[src/rtl/dm_sba_v2.sv]
// System bus access master for the debug module: turns sbaddress/sbdata commands into
// single bus transfers with size/alignment checks, autoincrement and a watchdog timeout.
//   state        | meaning
//   S_IDLE       | no transfer, accepting commands
//   S_READ       | read request on bus, waiting for grant
//   S_WRITE      | write request on bus, waiting for grant
//   S_WAIT_READ  | granted read, waiting for r_valid
//   S_WAIT_WRITE | granted write, waiting for r_valid
module dm_sba_v2 #(
    parameter int BusWidth      = 32,
    parameter int TimeoutCycles = 255
) (
    input  logic                  clk_i,
    input  logic                  rst_ni,
    input  logic                  dmactive_i,
    output logic                  master_req_o,
    output logic [BusWidth-1:0]   master_add_o,
    output logic                  master_we_o,
    output logic [BusWidth-1:0]   master_wdata_o,
    output logic [BusWidth/8-1:0] master_be_o,
    input  logic                  master_gnt_i,
    input  logic                  master_r_valid_i,
    input  logic [BusWidth-1:0]   master_r_rdata_i,
    input  logic [BusWidth-1:0]   sbaddress_i,
    input  logic                  sbaddress_write_valid_i,
    input  logic                  sbreadonaddr_i,
    input  logic                  sbautoincrement_i,
    input  logic [2:0]            sbaccess_i,
    input  logic                  sbreadondata_i,
    input  logic [BusWidth-1:0]   sbdata_i,
    input  logic                  sbdata_read_valid_i,
    input  logic                  sbdata_write_valid_i,
    output logic [BusWidth-1:0]   sbaddress_o,
    output logic                  sbaddress_upd_o,
    output logic [BusWidth-1:0]   sbdata_o,
    output logic                  sbdata_valid_o,
    output logic                  sbbusy_o,
    output logic                  sbbusyerror_o,
    output logic                  sberror_valid_o,
    output logic [2:0]            sberror_o
);

    localparam int NumBytes = BusWidth / 8;
    localparam int OffW     = $clog2(NumBytes);

    typedef enum logic [2:0] {
        S_IDLE,
        S_READ,
        S_WRITE,
        S_WAIT_READ,
        S_WAIT_WRITE
    } state_t;

    state_t r_state, w_state_nxt;

    logic [BusWidth-1:0] r_addr, r_wdata, r_sbdata, r_sbaddress;
    logic [2:0]          r_size;
    logic                r_autoinc;
    logic [15:0]         r_cnt;
    logic                r_data_valid, r_addr_upd, r_busyerr, r_err_valid;
    logic [2:0]          r_err;

    logic                w_trig_wr, w_trig_rd, w_trig, w_start, w_busy_hit;
    logic                w_size_err, w_misalign, w_cnt_hit;
    logic [2:0]          w_align_mask;
    logic                w_timeout, w_done, w_done_rd;
    logic [OffW-1:0]     w_off;
    logic [OffW+2:0]     w_shamt;
    int                  w_nbytes;
    logic [NumBytes-1:0] w_be;
    logic [BusWidth-1:0] w_rshift, w_rdata, w_addr_inc;

    always_comb begin
        w_trig_wr    = dmactive_i & sbdata_write_valid_i;
        w_trig_rd    = dmactive_i & ((sbaddress_write_valid_i & sbreadonaddr_i) |
                                     (sbdata_read_valid_i & sbreadondata_i));
        w_trig       = (r_state == S_IDLE) & (w_trig_wr | w_trig_rd);
        w_size_err   = (sbaccess_i > 3'(OffW));
        w_align_mask = (3'b001 << sbaccess_i) - 3'b001;
        w_misalign   = |(sbaddress_i[2:0] & w_align_mask);
        w_start      = w_trig & ~w_size_err & ~w_misalign;
        w_busy_hit   = dmactive_i & (r_state != S_IDLE) &
                       (sbaddress_write_valid_i | sbdata_read_valid_i | sbdata_write_valid_i);
        w_cnt_hit    = (r_cnt == 16'(TimeoutCycles - 1));
    end

    always_ff @(posedge clk_i or negedge rst_ni) begin
        if (!rst_ni) r_state <= S_IDLE;
        else         r_state <= w_state_nxt;
    end

    // Timeout takes priority over a grant or response arriving in the same cycle.
    always_comb begin
        w_state_nxt  = r_state;
        master_req_o = 1'b0;
        master_we_o  = 1'b0;
        w_timeout    = 1'b0;
        w_done       = 1'b0;
        w_done_rd    = 1'b0;
        if (!dmactive_i) begin
            w_state_nxt = S_IDLE;
        end else begin
            case (r_state)
                S_IDLE: begin
                    if (w_start) w_state_nxt = w_trig_wr ? S_WRITE : S_READ;
                end
                S_READ, S_WRITE: begin
                    master_req_o = 1'b1;
                    master_we_o  = (r_state == S_WRITE);
                    if (w_cnt_hit) begin
                        w_timeout   = 1'b1;
                        w_state_nxt = S_IDLE;
                    end else if (master_gnt_i) begin
                        w_state_nxt = (r_state == S_WRITE) ? S_WAIT_WRITE : S_WAIT_READ;
                    end
                end
                S_WAIT_READ, S_WAIT_WRITE: begin
                    if (w_cnt_hit) begin
                        w_timeout   = 1'b1;
                        w_state_nxt = S_IDLE;
                    end else if (master_r_valid_i) begin
                        w_state_nxt = S_IDLE;
                        w_done      = 1'b1;
                        w_done_rd   = (r_state == S_WAIT_READ);
                    end
                end
                default: w_state_nxt = S_IDLE;
            endcase
        end
    end

    always_comb begin
        w_off      = r_addr[OffW-1:0];
        w_shamt    = {w_off, 3'b000};
        w_nbytes   = 1 << r_size;
        w_rshift   = master_r_rdata_i >> w_shamt;
        w_addr_inc = r_addr + ({{(BusWidth-1){1'b0}}, 1'b1} << r_size);
        w_be       = '0;
        w_rdata    = '0;
        for (int i = 0; i < NumBytes; i++) begin
            if (i >= int'(w_off) && i < int'(w_off) + w_nbytes) w_be[i] = 1'b1;
            if (i < w_nbytes) w_rdata[8*i +: 8] = w_rshift[8*i +: 8];
        end
    end

    always_ff @(posedge clk_i or negedge rst_ni) begin
        if (!rst_ni) begin
            r_addr       <= '0;
            r_wdata      <= '0;
            r_size       <= '0;
            r_autoinc    <= 1'b0;
            r_cnt        <= '0;
            r_sbdata     <= '0;
            r_sbaddress  <= '0;
            r_data_valid <= 1'b0;
            r_addr_upd   <= 1'b0;
            r_busyerr    <= 1'b0;
            r_err_valid  <= 1'b0;
            r_err        <= '0;
        end else begin
            r_data_valid <= 1'b0;
            r_addr_upd   <= 1'b0;
            r_busyerr    <= 1'b0;
            r_err_valid  <= 1'b0;
            r_err        <= '0;
            if (w_trig) begin
                r_cnt <= '0;
                if (w_size_err) begin
                    r_err_valid <= 1'b1;
                    r_err       <= 3'd4;
                end else if (w_misalign) begin
                    r_err_valid <= 1'b1;
                    r_err       <= 3'd3;
                end else begin
                    r_addr    <= sbaddress_i;
                    r_size    <= sbaccess_i;
                    r_wdata   <= sbdata_i;
                    r_autoinc <= sbautoincrement_i;
                end
            end else if (r_state != S_IDLE) begin
                r_cnt <= r_cnt + 16'd1;
            end
            if (w_timeout) begin
                r_err_valid <= 1'b1;
                r_err       <= 3'd1;
            end
            if (w_busy_hit) r_busyerr <= 1'b1;
            if (w_done_rd) begin
                r_sbdata     <= w_rdata;
                r_data_valid <= 1'b1;
            end
            if (w_done) begin
                if (r_autoinc) begin
                    r_sbaddress <= w_addr_inc;
                    r_addr_upd  <= 1'b1;
                end else begin
                    r_sbaddress <= r_addr;
                end
            end
        end
    end

    assign master_add_o    = {r_addr[BusWidth-1:OffW], {OffW{1'b0}}};
    assign master_wdata_o  = r_wdata << w_shamt;
    assign master_be_o     = master_req_o ? w_be : '0;
    assign sbaddress_o     = r_sbaddress;
    assign sbaddress_upd_o = r_addr_upd;
    assign sbdata_o        = r_sbdata;
    assign sbdata_valid_o  = r_data_valid;
    assign sbbusy_o        = (r_state != S_IDLE);
    assign sbbusyerror_o   = r_busyerr;
    assign sberror_valid_o = r_err_valid;
    assign sberror_o       = r_err;

endmodule
[config.mk]
export PLATFORM = sky130hd
export DESIGN_NAME = dm_sba_v2
export DESIGN_NICKNAME = d
export VERILOG_FILES = /design/src/rtl/dm_sba_v2.sv
export SDC_FILE = /design/constraint.sdc
export NUM_CORES = 1
export LEC_CHECK = 0
export ABC_AREA = 1
export BUFFER_PORTS_ARGS = -buffer_cell sky130_fd_sc_hd__buf_4
export CORE_AREA = 5 5 208 109
export DETAILED_ROUTE_END_ITERATION = 10
export DIE_AREA = 0 0 213 114
export GPL_TIMING_DRIVEN = 0
export PLACE_DENSITY = 0.7
export SYNTH_ARGS = -nofsm -noshare
export SYNTH_HDL_FRONTEND = slang
export SYNTH_SLANG_ARGS = --single-unit
[constraint.sdc]
create_clock -name clk_i -period 3.35 [get_ports clk_i]
set_clock_uncertainty 0.05 [all_clocks]
set_input_delay 0.8375 -clock clk_i [delete_from_list [all_inputs] [get_ports clk_i]]
set_output_delay 0.8375 -clock clk_i [all_outputs]
set_load 0.05 [all_outputs]
[Word level (Yosys, flattened, before mapping)]
Cells that the tools add are included.
Storage, ports and cells
  bits of input ports: 110
  word-level logic and storage cells: 117
  bits in registers: 158
Cells by class
  add/subtract/negate cells: 4
  mux-type cells: 48
  equal/unequal tests: 8
  shifts and indexed selects: 4
  bitwise gates (word level): 16
  reductions and logical operators: 12
  $lt $le $gt $ge: 12
Operators with widths (number)
  $lt 3x32->1 const A: 4
  $lt 1x32->1 const A: 2
  $lt 2x32->1 const A: 2
  $add 3x32->32: 1
  $add 32x32->32: 1
  $mux 16: 2
  $mux 32: 1
  $mux 8: 4
  $shl 1x3->32 const A: 1
  $shl 32x5->32: 1
  $shr 32x5->32: 1
  $mux 3: 10
  $mux 1: 27
  $add 16x1->16 const B: 1
  $eq 16x8->1 const B: 1
  $and 1x1->1: 9
  $pmux 3 s3: 1
  $ne 4x4->1 const B: 2
  $eq 3x2->1 const B: 2
  $reduce_and 3->1: 2
  $ge 1x2->1 const A: 2
  $mux 2: 2
  $mux 4: 1
  $or 1x1->1: 4
  16 further kinds: 20

[Longest topological paths before layout]
Gate-level depths: netlist of run 1.
  depth after elaboration: 10
  depth in mapped cells: 17

[Worst setup path after synthesis of run 1]
Ideal clock, no wire load.
  kind: input -> output
  from: in dmactive_i
  to: out master_be_o[0]
  buffers on the path: 0
  arrival time: 2.897 ns
  data required time: 2.463 ns
  path slack: -0.435 ns
  cell stages on the path: 4
  path through: inv_1 -> nor2_1 -> inv_1 -> nor3_1
Between the ends
  word-level cells in the longest chain between the ends: 2
RTL lines
  start, declared: RTL line 15  | input logic dmactive_i,
  $mux 1: RTL line 100  | if (!dmactive_i) begin
  via master_req_o: RTL line 16  | output logic master_req_o,
  $mux 4: RTL line 205  | assign master_be_o = master_req_o ? w_be : '0;
  end, declared: RTL line 20  | output logic [BusWidth/8-1:0] master_be_o,
The timed path passes the listed nets, and every way through them passes these cells.

[Final worst setup path of run 1]
  from: reg r_size[1]
  to: out master_be_o[2]
Between the ends
  word-level cells in the longest chain between the ends: 6
RTL lines
  start, declared: RTL line 57  | logic [2:0] r_size;
  start signal, assigned: RTL line 176  | r_size <= sbaccess_i;
  $shl 1x3->32: RTL line 135  | w_nbytes = 1 << r_size;
  $add 3x32->32: RTL line 141  | if (i >= int'(w_off) && i < int'(w_off) + w_nbytes) w_be[i] = 1'b1;
  $lt 3x32->1: RTL line 141
  $logic_and 1x1->1: RTL line 141
  $mux 1: RTL line 141
  $mux 4: RTL line 205
No other way between the ends.

==> results of run 1 <==
==> registers in the layout, summed over array words and instances, names as in the netlist <==
register         cells
sbdata_valid_o       1
sbbusyerror_o        1
sbaddress_upd_o      1
r_autoinc            1
r_state              3
sberror_o            3
r_cnt               16
sberror_valid_o      1
r_addr              32
sbaddress_o         32
r_wdata             32
r_size               3
sbdata_o            32
==> critical path, stage by stage (launching register included) <==
cell and delay (ns):
dfrtp_2 0.44, nor2_4 0.20, buf_6 0.13, nand2_2 0.05, nand2_2 0.08, nand2_2 0.05, inv_2 0.07, ha_4 0.12
inv_2 0.04, nand2_4 0.07, xnor2_2 0.07, nor3_2 0.25, nand2_1 0.10, o211ai_1 0.09, inv_1 0.11, buf_6 0.16
==> through the flow <==
stage                     instance area (sq um)  cells  utilization
final                                     12190   1807       0.5814
after CTS                                 12100   1800       0.5772
after floorplan                            9144   1233            -
after global placement                    11360   1762       0.5420
after detailed placement                  11400   1763       0.5436
after global routing                      12190   1807       0.5814
==> what timing repair did <==
action / CTS / global route
setup buffers: 6 / 7
resized for setup: 19 / 17
setup endpoints to repair: 22 / 14
pin swaps: 5 / 7
==> power groups by stage <==
stage | combinational (mW) | clock (mW) | sequential (mW)
2_1_floorplan | 4.68 | 0 | 4.33
6_report | 8.71 | 2.03 | 3.40
3_3_place_gp | 8.24 | 0 | 3.38
3_5_place_dp | 8.30 | 0 | 3.41
4_1_cts | 8.50 | 2.05 | 3.37
5_1_grt | 9.25 | 2.13 | 3.49
==> layout make-up <==
type | count | area, sq um | area share
multi-input combinational | 875 | 4257 | 0.3492
tap | 280 | 350.3 | 0.02874
inverter | 111 | 431.7 | 0.03541
buffer | 88 | 569.3 | 0.04670
clock buffer | 22 | 484.2 | 0.03972
timing repair buffer | 263 | 2013 | 0.1651
sequential | 158 | 3958 | 0.3246
clock inverter | 10 | 127.6 | 0.01047
==> placed cells by master, fill, tap and decap left out, drive strengths merged, types with 3 or more instances in the layout <==
cell and count:
a21boi 3, a21oi 55, a22oi 10, buf 334
clkbuf 39, clkinv 5, dfrtp 158, ha 10
inv 112, mux2i 4, nand2 419, nand3 86
nand3b 11, nand4 29, nor2 74, nor3 23
nor4 7, o211ai 10, o21ai 113, o22ai 3
xor2 6
==> kinds of logic after synthesis <==
logic type               synth area share
adder cells (fa/ha/maj)           0.01370
buffers and inverters              0.1085
other                           0.0004106
AO/OA/AOI/OAI                      0.1189
flip-flops                         0.4329
multiplexers                     0.004384
XOR/XNOR                         0.007673
AND/OR/NAND/NOR                    0.3135
==> metal layers <==
| metal | vias to the layer above | wire [microns] | global-route usage | share of wire |
|---|---|---|---|---|
| met5 | - | 0 | 0 | 0 |
| met4 | 0 | 211 | 0.04729 | 0.0061 |
| met3 | 23 | 4088 | 0.07612 | 0.12 |
| met2 | 536 | 13660 | 0.3795 | 0.40 |
| met1 | 4648 | 16450 | 0.4495 | 0.48 |
| li1 | 4569 | - | - | - |
==> path summary, 6_finish.rpt <==
kind,startpoint,cells after the start,end,slack [ns]
hold / removal,rst_ni,1,sbbusyerror_o,0.37
setup / recovery,r_size[1],15,master_be_o[2],0.0007
setup reg to reg,r_size[2],12,sbaddress_o[31],0.69
hold reg to reg,sbdata_o[0],2,sbdata_o[0],0.43
max in group asynchronous,rst_ni,2,r_size[2],2.04
min in group clk_i,sbdata_o[0],2,sbdata_o[0],0.43
==> results.ini, run 1 <==
[clocking]
cts_num_sinks = 158
clkTransAtPathRegs_ns = 0.07
cts_buffers = 17
holdBufCountCts = 0
clockRootBuffer = clkbuf_16
cts_tree = built
htreeDepth = 4
clk_latency_ns = 0.42
clockBufferDepth = 2

[global_route]
grt_pass1_vias = 9232
grt_usage = 0.2809
grt-ovfl-total = 0
antenna_found_initial = 0
grt_first_pass_wirelength_microns = 52700
grt_max_degree = 86

[timing]
rsz0062_at_grt = true
period_needed_ns = 3.349
max_freq_ghz = 0.2986
setup_tns_ns = 0
maxSlewViolCount = 0
slew_headroom = 0.4928
finalSetupViolations = 0
tightestPinTransition_ns = 0.7607
worst_hold_slack_ns = 0.3746
finalHoldViolCount = 0
finalCritPeriodShare = 0.9998
setup_ws_ns = 0.0007199

[min_path]
hold_class = input pin to async pin

[pwr]
p_sw_mw = 7.619
p_clk_frac = 0.143
vdd_ir_drop_max_mv = 0.8991
p_total_mw = 14.13
share_comb_of_total_power = 0.616
internal-power_mw = 6.515
leakagePower_nw = 6.351
sw_frac_of_total = 0.5390
power_frac_seq = 0.241
power_density_nw_per_um2 = 1159

[synthesis]
ys_types = 47
synth-main-ff-cell = dfrtp_1
avgSynthCellArea_sq_um = 7.413
synth_top_area_cell = dfrtp_1
ys_seq_elements = 158
async_flop_share = 1.000
yosys.cell_count.top_type = nand2_1
syn_inst = 1232
ys_top_cells_by_area = dfrtp_1 43%, nand2_1 17%, o21ai_0 5.5%, nand3_1 4.4%, inv_1 4.1%
synth.yosys.seq_area_share = 0.4329
mappedNetlistArea_sq_um = 9133
synth_edf_count = 0
synth_top_area_share = 0.4329
yosys_warnings = 0
synth_common_cells = 411 x nand2_1, 158 x dfrtp_1, 100 x inv_1, 100 x o21ai_0, 80 x nand3_1

[job]
maxCapViolations = 0

[die]
die_width_microns = 213
start_util = 0.4356
dieArea_sq_um = 24280
core_area_sq_um = 20970
ios = 252
num_rows = 38
die_y_microns = 114

[worst_setup_path]
required_ns = 2.46
path_class = flip-flop to output port
path_max_fanout = 3
crit_arrival_ns = 2.46
endpoint_kind = output port
cp-start-kind = flip-flop

[placed_design]
hpwl_microns = 26660
pre_cts_ws_ns = -0.1340
gp_congestion = 0.9433
io_buffers = 249

[layout]
drive_gt1_frac = 0.2790
fin_nets = 1634
fillers = 1968
area_growth_pct = 33.48
antennaDiodeCount = 0

[drt]
num_vias = 9776
vias_per_cell = 5.410
drc = 0
routed_wl_microns = 34410
drtPass1Iterations = 5
ant_nets = 0
drt_iter0_markers = 1045
post_drt_wl_per_cell_microns = 19.04

[outcome]
status = complete, no violations

No activity file was read; power rests on OpenSTA's default activity.
==> run 2: changes to the inputs <==
--- a/config.mk
+++ b/config.mk
@@ -13,3 +13,4 @@
 export GPL_TIMING_DRIVEN = 0
-export PLACE_DENSITY = 0.7
+export PLACE_DENSITY = 0.8
+export SLEW_MARGIN = 25
 export SYNTH_ARGS = -nofsm -noshare
==> constraint.sdc (replaced) <==
create_clock -name clk_i -period 3.35 [get_ports clk_i]
set_clock_uncertainty 0.05 [all_clocks]
set_input_delay 0 -clock clk_i [delete_from_list [all_inputs] [get_ports clk_i]]
set_output_delay 0 -clock clk_i [all_outputs]
set_load 0.05 [all_outputs]
==> results.ini, run 2 (synthesis results as in run 1) <==
[outcome]
status = complete, no violations

[global_route]
grt_first_pass_wirelength_microns = 55340  ; +5.0%
antenna_found_initial = 0  ; unchanged
grt_max_degree = 82  ; -4.7%
grt_pass1_vias = 9783  ; +6.0%
grt-ovfl-total = 0  ; unchanged
grt_usage = 0.2968  ; +0.01594

[pwr]
vdd_ir_drop_max_mv = 0.8187  ; -8.9%
leakagePower_nw = 6.673  ; +5.1%
sw_frac_of_total = 0.5457  ; +0.006701
p_clk_frac = 0.141  ; -0.002
power_density_nw_per_um2 = 1075  ; -7.3%
share_comb_of_total_power = 0.614  ; -0.002
internal-power_mw = 6.361  ; -2.4%
p_sw_mw = 7.643  ; +0.31%
power_frac_seq = 0.245  ; +0.004

[clocking]
clkTransAtPathRegs_ns = 0.06  ; about the same
cts_num_sinks = 158  ; unchanged
clockBufferDepth = 2  ; unchanged
cts_buffers = 17  ; unchanged
clockRootBuffer = clkbuf_16
cts_repair_resize_count = 0  ; -19
cts_tree = built
clk_latency_ns = 0.43  ; about the same
post-cts-setup-buffers = 0  ; -6
holdBufCountCts = 105  ; +105
htreeDepth = 4  ; unchanged

[die]
core_area_sq_um = 20970  ; unchanged
die_y_microns = 114  ; unchanged
die_width_microns = 213  ; unchanged
num_rows = 38  ; unchanged
dieArea_sq_um = 24280  ; unchanged
ios = 252  ; unchanged
start_util = 0.4356  ; unchanged

[worst_setup_path]
crit_arrival_ns = 3.08  ; +0.62 ns
endpoint_kind = output port
r2r-start = r_size[1]
path_class = flip-flop to output port
cp-start-kind = flip-flop
rrSetupSlack_ns = 0.60  ; -0.09 ns
required_ns = 3.30  ; +0.84 ns
path_max_fanout = 8  ; +5
worst_r2r_endpoint = sbaddress_o[18]
reg2regPathDepth = 16  ; +4
critical_path.startpoint = r_size[0]

[layout]
antennaDiodeCount = 0  ; unchanged
final_cell_mix = 411 x nand2_1, 288 x buf_4, 158 x dfrtp_1
multi_input_area_sq_um = 4192  ; -1.5%
fillers = 1864  ; -5.3%
ff_latch_area_sq_um = 3954  ; about the same
fin_nets = 1727  ; +5.7%
drive_gt1_frac = 0.2383  ; -0.04071
layout_commonest_cell = nand2_1
area_growth_pct = 42.64

[drt]
drt_iter0_markers = 1136  ; +8.7%
vias_per_cell = 5.393  ; -0.31%
drc = 0  ; unchanged
routed_wl_microns = 36490  ; +6.0%
num_vias = 10247  ; +4.8%
ant_nets = 0  ; unchanged
drtPass1Iterations = 6  ; +1
post_drt_wl_per_cell_microns = 19.20  ; +0.84%

[placed_design]
gp_congestion = 0.9792  ; +3.8%
pre_cts_ws_ns = 0.6627  ; +0.7967 ns
io_buffers = 249  ; unchanged
hpwl_microns = 27160  ; +1.9%

[timing]
slew_headroom = 0.4798  ; -0.01307
finalSetupViolations = 0  ; unchanged
period_needed_ns = 3.130  ; -0.2194 ns
finalCritPeriodShare = 0.9343  ; -0.06550
tightestPinTransition_ns = 0.7804  ; +0.01961 ns
setup_ws_ns = 0.2201  ; +0.2194 ns
finalHoldViolCount = 0  ; unchanged
setup_tns_ns = 0  ; unchanged
maxSlewViolCount = 0  ; unchanged
max_freq_ghz = 0.3195  ; +7.0%
rsz0062_at_grt = false

[min_path]
min_to = sbdata_o[8]
holdPathStages = 5
hold_class = input pin to flip-flop
hp-start = master_r_rdata_i[8]

[job]
maxCapViolations = 0  ; unchanged

==> run 2: cell count changes in the layout (fill, tap and decap cells not counted), moves of 3 or more <==
cell           delta
buf_4            -10
buf_6             -3
clkbuf_1          +9
clkbuf_2          -6
clkbuf_8          -3
clkinvlp_4        +3
dfrtp_1           +3
dfrtp_2           -3
dlygate4sd3_1   +105
inv_1             +3
inv_2             -3
nand2_1           +4
nand2_2           -3
==> run 2: layout make-up <==
cell class                 instances  share of cell area
tap                              280             0.02689
clock buffer                      20             0.03429
clock inverter                    12             0.01057
inverter                         111             0.03314
sequential                       158              0.3035
timing repair buffer             355              0.2269
buffer                            89             0.04294
multi-input combinational        875              0.3218
==> run 2: worst max-delay path by stage <==
stage | end | slack, ns | depth (start not counted)
floorplan | master_be_o[0] | 0.68 | 6
global placement | sbaddress_o[18] | 0.66 | 16
detailed placement | sbaddress_o[22] | 0.66 | 14
CTS | master_be_o[2] | 0.23 | 13
global route | master_be_o[2] | 0.02 | 13
finish | master_be_o[2] | 0.22 | 13
==> run 2: critical path: stages, from the launching register on <==
cell and delay, ns:
dfrtp_1 0.52, inv_1 0.13, nand2_1 0.29, inv_1 0.13, ha_1 0.26, ha_1 0.20
inv_1 0.09, nand2_4 0.10, xnor2_1 0.14, nor3_1 0.29, nand2_1 0.09, o211ai_1 0.16
inv_1 0.07, buf_4 0.19
==> run 2: metal layers <==
metal	vias up	track usage	part of all wire
met2	593	0.4183	0.41
met5	-	0	0
li1	4726	-	-
met4	0	0.06476	0.017
met3	53	0.09151	0.12
met1	4875	0.4479	0.45
==> run 2: metrics by stage <==
stage | utilization | cells | instance area (sq um) | hold slack, ns | power (mW)
after floorplan | - | 1233 | 9136 | -0.3456 | 9.008
after global placement | 0.5416 | 1762 | 11360 | 0.1456 | 11.63
after detailed placement | 0.5433 | 1763 | 11390 | -0.01573 | 11.73
after CTS | 0.6213 | 1900 | 13030 | 0.02482 | 13.88
after global routing | 0.6213 | 1900 | 13030 | 0.04180 | 14.69
final | 0.6213 | 1900 | 13030 | 0.03747 | 14.00
==> run 2: power groups by stage <==
stage               Clock (mW)  Combinational [mW]  Sequential (mW)
finish                    1.98                8.59             3.43
global route              2.08                9.10             3.52
CTS                       1.99                8.49             3.40
detailed placement           0                8.31             3.42
global placement             0                8.23             3.40
floorplan                    0                4.68             4.33
